$ cat src/rtl/soc_run_ctrl_pkg.sv
// Shared types and helpers for the SoC run controller: FSM states,
// end-status codes and the saturating cycle-counter increment.
package soc_run_ctrl_pkg;

    localparam int CYCLE_CNT_W = 32;

    typedef enum logic [1:0] {
        HOLD  = 2'b00,
        RUN   = 2'b01,
        DRAIN = 2'b10,
        DONE  = 2'b11
    } run_state_e;

    typedef enum logic [1:0] {
        ST_NONE    = 2'b00,
        ST_TRAP    = 2'b01,
        ST_TIMEOUT = 2'b10
    } run_status_e;

    function automatic int max3(input int a, input int b, input int c);
        int m;
        m = a;
        if (b > m) begin
            m = b;
        end else begin
            m = m;
        end
        if (c > m) begin
            m = c;
        end else begin
            m = m;
        end
        return m;
    endfunction

    // Counter sticks at all-ones instead of wrapping back to zero.
    function automatic logic [CYCLE_CNT_W-1:0] sat_inc(input logic [CYCLE_CNT_W-1:0] v);
        logic [CYCLE_CNT_W-1:0] r;
        if (v == {CYCLE_CNT_W{1'b1}}) begin
            r = v;
        end else begin
            r = v + CYCLE_CNT_W'(1);
        end
        return r;
    endfunction

endpackage

$ cat src/rtl/soc_run_ctrl.sv
// Run controller: holds core reset after board reset, runs until a trap (or
// the watchdog when SOC_RUN_CTRL_TIMEOUT_EN is defined), drains, then halts.
module soc_run_ctrl
    import soc_run_ctrl_pkg::*;
#(
    parameter int RST_HOLD_CYCLES = 10,
    parameter int DRAIN_CYCLES    = 10,
    parameter int NUM_HARTS       = 1,
    parameter int TIMEOUT_CYCLES  = 1000000
) (
    input  logic                   i_clk,
    input  logic                   i_rst_n,
    input  logic [NUM_HARTS-1:0]   i_trap,
    input  logic                   i_restart,
    output logic                   o_core_rst_n,
    output logic                   o_done,
    output logic [1:0]             o_status,
    output logic [NUM_HARTS-1:0]   o_trap_mask,
    output logic [CYCLE_CNT_W-1:0] o_cycle_count
);

    localparam int CNT_MAX = max3(RST_HOLD_CYCLES, DRAIN_CYCLES, 1);
    localparam int CNT_W   = $clog2(CNT_MAX) + 1;
    localparam logic [CNT_W-1:0] HOLD_LOAD  = CNT_W'(RST_HOLD_CYCLES - 1);
    localparam logic [CNT_W-1:0] DRAIN_LOAD = CNT_W'((DRAIN_CYCLES > 0) ? (DRAIN_CYCLES - 1) : 0);
    localparam bit DRAIN_NONE = (DRAIN_CYCLES == 0);

    run_state_e             state_r;
    run_status_e            status_r;
    logic [CNT_W-1:0]       cnt_r;
    logic                   core_rst_n_r;
    logic                   done_r;
    logic [NUM_HARTS-1:0]   trap_mask_r;
    logic [CYCLE_CNT_W-1:0] cycle_cnt_r;

    logic                   trap_any_s;
    logic                   timeout_hit_s;
    logic                   cnt_zero_s;
    logic [CYCLE_CNT_W-1:0] cycle_next_s;

    // Per-cycle decode of trap lines, shared counter and next cycle count.
    always_comb begin
        trap_any_s   = |i_trap;
        cnt_zero_s   = (cnt_r == {CNT_W{1'b0}});
        cycle_next_s = sat_inc(cycle_cnt_r);
    end

`ifdef SOC_RUN_CTRL_TIMEOUT_EN
    localparam logic [CYCLE_CNT_W-1:0] TIMEOUT_LAST = CYCLE_CNT_W'(TIMEOUT_CYCLES - 1);

    // Watchdog compares the registered count, so it fires on the TIMEOUT-th RUN edge.
    always_comb begin
        if (cycle_cnt_r == TIMEOUT_LAST) begin
            timeout_hit_s = 1'b1;
        end else begin
            timeout_hit_s = 1'b0;
        end
    end
`else
    assign timeout_hit_s = 1'b0;
`endif

    // Run sequencer with all outputs registered alongside the state.
    always_ff @(posedge i_clk or negedge i_rst_n) begin
        if (!i_rst_n) begin
            state_r      <= HOLD;
            cnt_r        <= HOLD_LOAD;
            core_rst_n_r <= 1'b0;
            done_r       <= 1'b0;
            status_r     <= ST_NONE;
            trap_mask_r  <= {NUM_HARTS{1'b0}};
            cycle_cnt_r  <= {CYCLE_CNT_W{1'b0}};
        end else begin
            case (state_r)
                HOLD: begin
                    if (cnt_zero_s) begin
                        state_r      <= RUN;
                        core_rst_n_r <= 1'b1;
                    end else begin
                        cnt_r <= cnt_r - CNT_W'(1);
                    end
                end
                RUN: begin
                    cycle_cnt_r <= cycle_next_s;
                    if (trap_any_s || timeout_hit_s) begin
                        // A trap on the same edge as the timeout takes priority.
                        if (trap_any_s) begin
                            status_r    <= ST_TRAP;
                            trap_mask_r <= i_trap;
                        end else begin
                            status_r    <= ST_TIMEOUT;
                            trap_mask_r <= {NUM_HARTS{1'b0}};
                        end
                        if (DRAIN_NONE) begin
                            state_r      <= DONE;
                            core_rst_n_r <= 1'b0;
                            done_r       <= 1'b1;
                        end else begin
                            state_r <= DRAIN;
                            cnt_r   <= DRAIN_LOAD;
                        end
                    end
                end
                DRAIN: begin
                    cycle_cnt_r <= cycle_next_s;
                    if (cnt_zero_s) begin
                        state_r      <= DONE;
                        core_rst_n_r <= 1'b0;
                        done_r       <= 1'b1;
                    end else begin
                        cnt_r <= cnt_r - CNT_W'(1);
                    end
                end
                DONE: begin
                    if (i_restart) begin
                        state_r     <= HOLD;
                        cnt_r       <= HOLD_LOAD;
                        done_r      <= 1'b0;
                        status_r    <= ST_NONE;
                        trap_mask_r <= {NUM_HARTS{1'b0}};
                        cycle_cnt_r <= {CYCLE_CNT_W{1'b0}};
                    end
                end
                default: begin
                    state_r      <= HOLD;
                    cnt_r        <= HOLD_LOAD;
                    core_rst_n_r <= 1'b0;
                    done_r       <= 1'b0;
                    status_r     <= ST_NONE;
                    trap_mask_r  <= {NUM_HARTS{1'b0}};
                    cycle_cnt_r  <= {CYCLE_CNT_W{1'b0}};
                end
            endcase
        end
    end

    assign o_core_rst_n  = core_rst_n_r;
    assign o_done        = done_r;
    assign o_status      = status_r;
    assign o_trap_mask   = trap_mask_r;
    assign o_cycle_count = cycle_cnt_r;

endmodule

$ cat config.mk
export PLATFORM = sky130hd
export DESIGN_NAME = soc_run_ctrl
export DESIGN_NICKNAME = d
export VERILOG_FILES = /design/src/rtl/soc_run_ctrl_pkg.sv /design/src/rtl/soc_run_ctrl.sv
export SDC_FILE = /design/constraint.sdc
export NUM_CORES = 1
export LEC_CHECK = 0
export ABC_AREA = 1
export BUFFER_PORTS_ARGS = -buffer_cell sky130_fd_sc_hd__buf_2
export CAP_MARGIN = 20
export CORE_MARGIN = 2
export CORE_UTILIZATION = 45
export DETAILED_ROUTE_END_ITERATION = 8
export GPL_TIMING_DRIVEN = 0
export PLACE_DENSITY = 0.65
export SLEW_MARGIN = 5
export SYNTH_ARGS = -nofsm -noshare
export SYNTH_HDL_FRONTEND = slang
export SYNTH_SLANG_ARGS = --single-unit
$ cat constraint.sdc
create_clock -name i_clk -period 5.18 [get_ports i_clk]
set_input_delay 0.777 -clock i_clk [delete_from_list [all_inputs] [get_ports i_clk]]
set_output_delay 0.777 -clock i_clk [all_outputs]
set_load 0.05 [all_outputs]
# Word-level counts from Yosys, hierarchy flattened
# Cells that the tools add are included.
# Widths: inputs -> output; s select.
[totals]
reg_bits = 44
output_inout_bits = 37
elab_cells = 54
[classes]
n_addsub = 2
n_eq_ne = 10
muxes = 21
n_reduce_logical = 14
[op_table]
columns = ["cell", "n"]
rows = [
  ["$mux 32", 2],
  ["$pmux 32 s2", 1],
  ["$add 32x1->32 const B", 1],
  ["$eq 32x32->1 const B", 1],
  ["$mux 5", 3],
  ["$pmux 5 s3", 1],
  ["$reduce_and 3->1", 5],
  ["$ne 2x2->1 const B", 6],
  ["$mux 2", 5],
  ["$pmux 2 s4", 1],
  ["$reduce_bool 2->1", 4],
  ["$pmux 1 s2", 3],
  ["$logic_not 5->1", 1],
  ["$sub 5x1->5 const B", 1],
  ["$eq 2x2->1 const B", 2],
  ["$mux 1", 4],
  ["$pmux 2 s2", 1],
  ["$reduce_and 4->1", 1],
  ["$reduce_or 2->1", 2],
  ["$eq 2x1->1 const B", 1],
  ["$logic_not 2->1", 1],
]

# Longest topological paths before layout
[logic_depth]
ltp_word = 4
ltp_mapped = 11
depth_no_buf = 11

# Worst setup path after synthesis
# Ideal clock, no wire load.
[synth_path]
kind = "flip-flop to flip-flop"
startpoint = "register cycle_cnt_r[0], in the netlist o_cycle_count[0]"
endpoint = "register cycle_cnt_r[11], in the netlist o_cycle_count[11]"
setup_time_ns = 0.122
arrival_ns = 1.834
t_required_ns = 5.058
slack_ns = 3.223
path_stages_with_launch = 10
synth_period_minus_slack_ns = 1.957
path_cell_list = "dfrtp_1 -> ha_1 -> inv_1 -> nor2_4 -> nand2_4 -> nor2_8 -> nand2_4 -> nand3_4 -> buf_8 -> o21ai_2"
[synth_via]
elab_chain_cells = 3
[synth_rtl]
columns = ["element", "line_no", "source"]
rows = [
  ["start, declared", "soc_run_ctrl.sv:34", "logic [CYCLE_CNT_W-1:0] cycle_cnt_r;"],
  ["start signal, assigned", "soc_run_ctrl.sv:72", "cycle_cnt_r <= {CYCLE_CNT_W{1'b0}};"],
  ["start signal, assigned", "soc_run_ctrl.sv:84", "cycle_cnt_r <= cycle_next_s;"],
  ["start signal, assigned", "soc_run_ctrl.sv:105", "cycle_cnt_r <= cycle_next_s;"],
  ["$add 32x1->32 / $eq 32x32->1 (equally long branches)", "soc_run_ctrl_pkg.sv:42, soc_run_ctrl_pkg.sv:39", ""],
  ["$mux 32 / $ne 2x2->1 (equally long branches)", "--", ""],
  ["$pmux 32 s2 / $reduce_and 3->1 (equally long branches)", "--", ""],
]
# Several ways; a longest one is shown, not always the timed one. The select of a mux whose other input is x is not followed.
# A chain may end at the register's enable or synchronous reset.

# Final worst setup path
[layout_path]
startpoint = "register state_r[0]"
endpoint = "register cycle_cnt_r[24], in the netlist o_cycle_count[24]"
[layout_via]
elab_chain_cells = 4
[layout_rtl]
columns = ["element", "line_no", "source"]
rows = [
  ["start, declared", "soc_run_ctrl.sv:28", "run_state_e state_r;"],
  ["start signal, assigned", "soc_run_ctrl.sv:66", "state_r <= HOLD;"],
  ["start signal, assigned", "soc_run_ctrl.sv:77", "state_r <= RUN;"],
  ["start signal, assigned", "soc_run_ctrl.sv:95", "state_r <= DONE;"],
  ["$eq 2x2->1 / $eq 2x1->1 (equally long branches)", "soc_run_ctrl.sv:74", "case (state_r)"],
  ["$reduce_or 2->1 (no source line)", "--", ""],
  ["$ne 2x2->1 (no source line) / $reduce_bool 2->1 (equally long branches)", "--", ""],
  ["$reduce_and 3->1 (no source line)", "--", ""],
]
# Several ways; a longest one is shown, not always the timed one.

==> flow_summary.toml <==
[outcome]
status = "completed"

[global_routing]
antenna_found_initial = 0
grt_max_degree = 43
grt_first_pass_wirelength_mm = 12.2
track_usage_pct = 21.7
grt_overflow = 0
grt_pass1_vias = 2532

[route]
firstDrtPassIters = 4
vias_per_cell = 5.01
maxUsedRoutingLayer = "met4"
ant_nets = 0
drtIter0Drc = 113
num_vias = 2678
wl_per_cell_um = 13.3
totalWireLength_mm = 7.12
wl_met3_um = 377
m1WireLength_mm = 3.34
routed-wl-met2_mm = 3.27
drc = 0

[power_and_ir_drop]
ir_drop_mv = 0.303
power.density_nw_per_um2 = 446
p_int_mw = 0.761
leakagePower_nw = 1.59
finalPower_mw = 1.46
p_seq_share_pct = 31.1
sw_frac_of_total_pct = 47.9
p_clk_share_pct = 18.1
switching_power_mw = 0.698
combPwrFrac_pct = 50.8

[die]
die_h_um = 83.9
die_area_um2 = 7040
die_x_um = 83.9
core-area_um2 = 6280
pin_count = 41
initial_core_util_pct = 45.8
num_rows = 29

[sta]
fin_skew_ns = 0.00492
finalHoldViolations = 0
setup_ws_ns = 3.22
setup_viol = 0
setup_tns_ns = 0
fin_crit_sh_pct = 37.8
drv_slew = 0
slew_headroom_pct = 34.8
hold_ws_ns = 0.505
rsz0062_at_grt = "false"
max_freq_ghz = 0.511
tightest_slew_ns = 0.978
min_period_ns = 1.96

[logic_synthesis]
synth_seq_cells = 42
ys_types = 38
yosysSeqAreaShare_pct = 36.7
avgSynthCellArea_um2 = 6.99
synthXorXnorAreaFrac_pct = 2.74
synth_mux_area_share_pct = 0
synth_top_family_by_area = "simple AND/OR/NAND/NOR gates"
synth_fa_ha_area_share_pct = 2.61
yosys_warnings = 0
synth-simple-area-share_pct = 39.1
syn-num-nets = 421
synth_compound_gate_area_share_pct = 10.8
synth_area_um2 = 2870
syn_inst = 411

[critical_path]
crit_path_start = "state_r[0]"
r2r_slack_ns = 3.22
endpoint = "o_cycle_count[24]"
cp-end-kind = "register"
required_ns = 5.38
reg2regPathDepth = 8
rr_endpoint = "o_cycle_count[24]"
critPathKind = "register to register"
crit_fanout = 8
r2r_start = "state_r[0]"
cp-start-kind = "register"
worstPathArrival_ns = 2.16

[clocking]
cts_tree = "built"
cts_made_buffers = 5
cts_hold_buf = 0
post_cts_resized = 0
htreeDepth = 2
clock_sinks = 42
root_buffer = "clkbuf_8"
post-cts-setup-buffers = 0
clkTransAtPathRegs_ns = 0.09
cts.path.max_buffers = 2
clk_latency_ns = 0.30

[place]
post-place-ws_ns = 3.24
hpwl_mm = 5.42
dpl_cell_area_um2 = 3170
gp_congestion = 0.881
numPortBuffers = 39
dp_cells = 527

[finish]
fin_util_pct = 52.2
stdcell_area_um2 = 3270
drive_above_1_share_pct = 19.4
diodes = 0
layout_common_cells = "nand2_1, nor2_1, inv_1, dfrtp_1, buf_2"
nets = 467
nFillCells = 657
final_cells = 535
area_growth_pct = 13.9
final_common_cell = "nand2_1"

[flow_run]
maxCapViolations = 0

[worst_hold_path]
hold_class = "register to register"
==> layer usage <==
| layer | global-route usage, % | vias up |
|---|---|---|
| li1 | - | 1385 |
| met1 | 28.4 | 1215 |
| met2 | 36.7 | 62 |
| met3 | 3.86 | 16 |
| met4 | 6.16 | 0 |
| met5 | 0 | - |
==> sequential cells by signal, summed over array words and instances (netlist names) <==
signal	flops
cnt_r	5
o_done	1
o_status	1
state_r	2
o_cycle_count	32
o_core_rst_n	1
==> logic make-up after synthesis <==
kind of cell	after synthesis
AO/OA/AOI/OAI	46
other	1
flip-flops	42
AND/OR/NAND/NOR	257
XOR/XNOR	9
buffers and inverters	50
adder cells (fa/ha/maj)	6
==> layout make-up <==
type | count | area, um2 | area share (%)
multi-input combinational | 319 | 1590 | 48.6
sequential | 42 | 1050 | 32.2
timing repair buffer | 39 | 195 | 5.96
inverter | 43 | 161 | 4.93
tap | 77 | 96.3 | 2.94
clock buffer | 5 | 68.8 | 2.10
buffer | 7 | 67.6 | 2.06
clock inverter | 3 | 40.0 | 1.22
==> worst max-delay path: stages, from the launching register on <==
cell      delay, ns
dfrtp_1        0.42
ha_1           0.32
inv_2          0.15
or2_1          0.17
o21a_4         0.20
a21boi_2       0.39
nand2_1        0.09
nand2_1        0.08
inv_1          0.03
==> cell usage after synthesis (all sizes together) <==
| master | number | area [um2] |
|---|---|---|
| nand2 | 156 | 616 |
| nor2 | 62 | 284 |
| inv | 43 | 161 |
| dfrtp | 40 | 1000 |
| o21ai | 33 | 214 |
| nand3 | 26 | 143 |
| buf | 6 | 63.8 |
| ha | 6 | 75.1 |
| nand4 | 6 | 37.5 |
| a21oi | 5 | 25.0 |
| or2 | 5 | 31.3 |
| xnor2 | 5 | 43.8 |
| xor2 | 4 | 35.0 |
| dfstp | 2 | 52.6 |
| a21boi | 1 | 11.3 |
| a22oi | 1 | 7.51 |
| a311oi | 1 | 8.76 |
| a31oi | 1 | 6.26 |
| and2 | 1 | 6.26 |
| clkbuf | 1 | 3.75 |
| conb | 1 | 3.75 |
| nand3b | 1 | 7.51 |
| o211ai | 1 | 7.51 |
| o21a | 1 | 15.0 |
| o21bai | 1 | 7.51 |
| o22ai | 1 | 6.26 |
==> worst min path at each step <==
stage	to	slack, ns	start	cells past startpoint
5_1_grt	o_core_rst_n	0.54	o_core_rst_n	2
2_1_floorplan	cnt_r[1]	0.48	i_rst_n	0
4_1_cts	o_core_rst_n	0.51	o_core_rst_n	2
3_3_place_gp	o_core_rst_n	0.47	o_core_rst_n	2
3_5_place_dp	o_core_rst_n	0.49	o_core_rst_n	2
6_report	o_core_rst_n	0.50	o_core_rst_n	2
==> power by group through the flow <==
stage	Combinational (mW)	Clock (mW)	Sequential (mW)
after floorplan	0.442	0	0.580
after global placement	0.736	0	0.458
after detailed placement	0.748	0	0.459
after CTS	0.749	0.271	0.453
after global routing	0.808	0.278	0.465
final	0.741	0.264	0.454
Note: power is estimated with default switching activity, not from simulation.
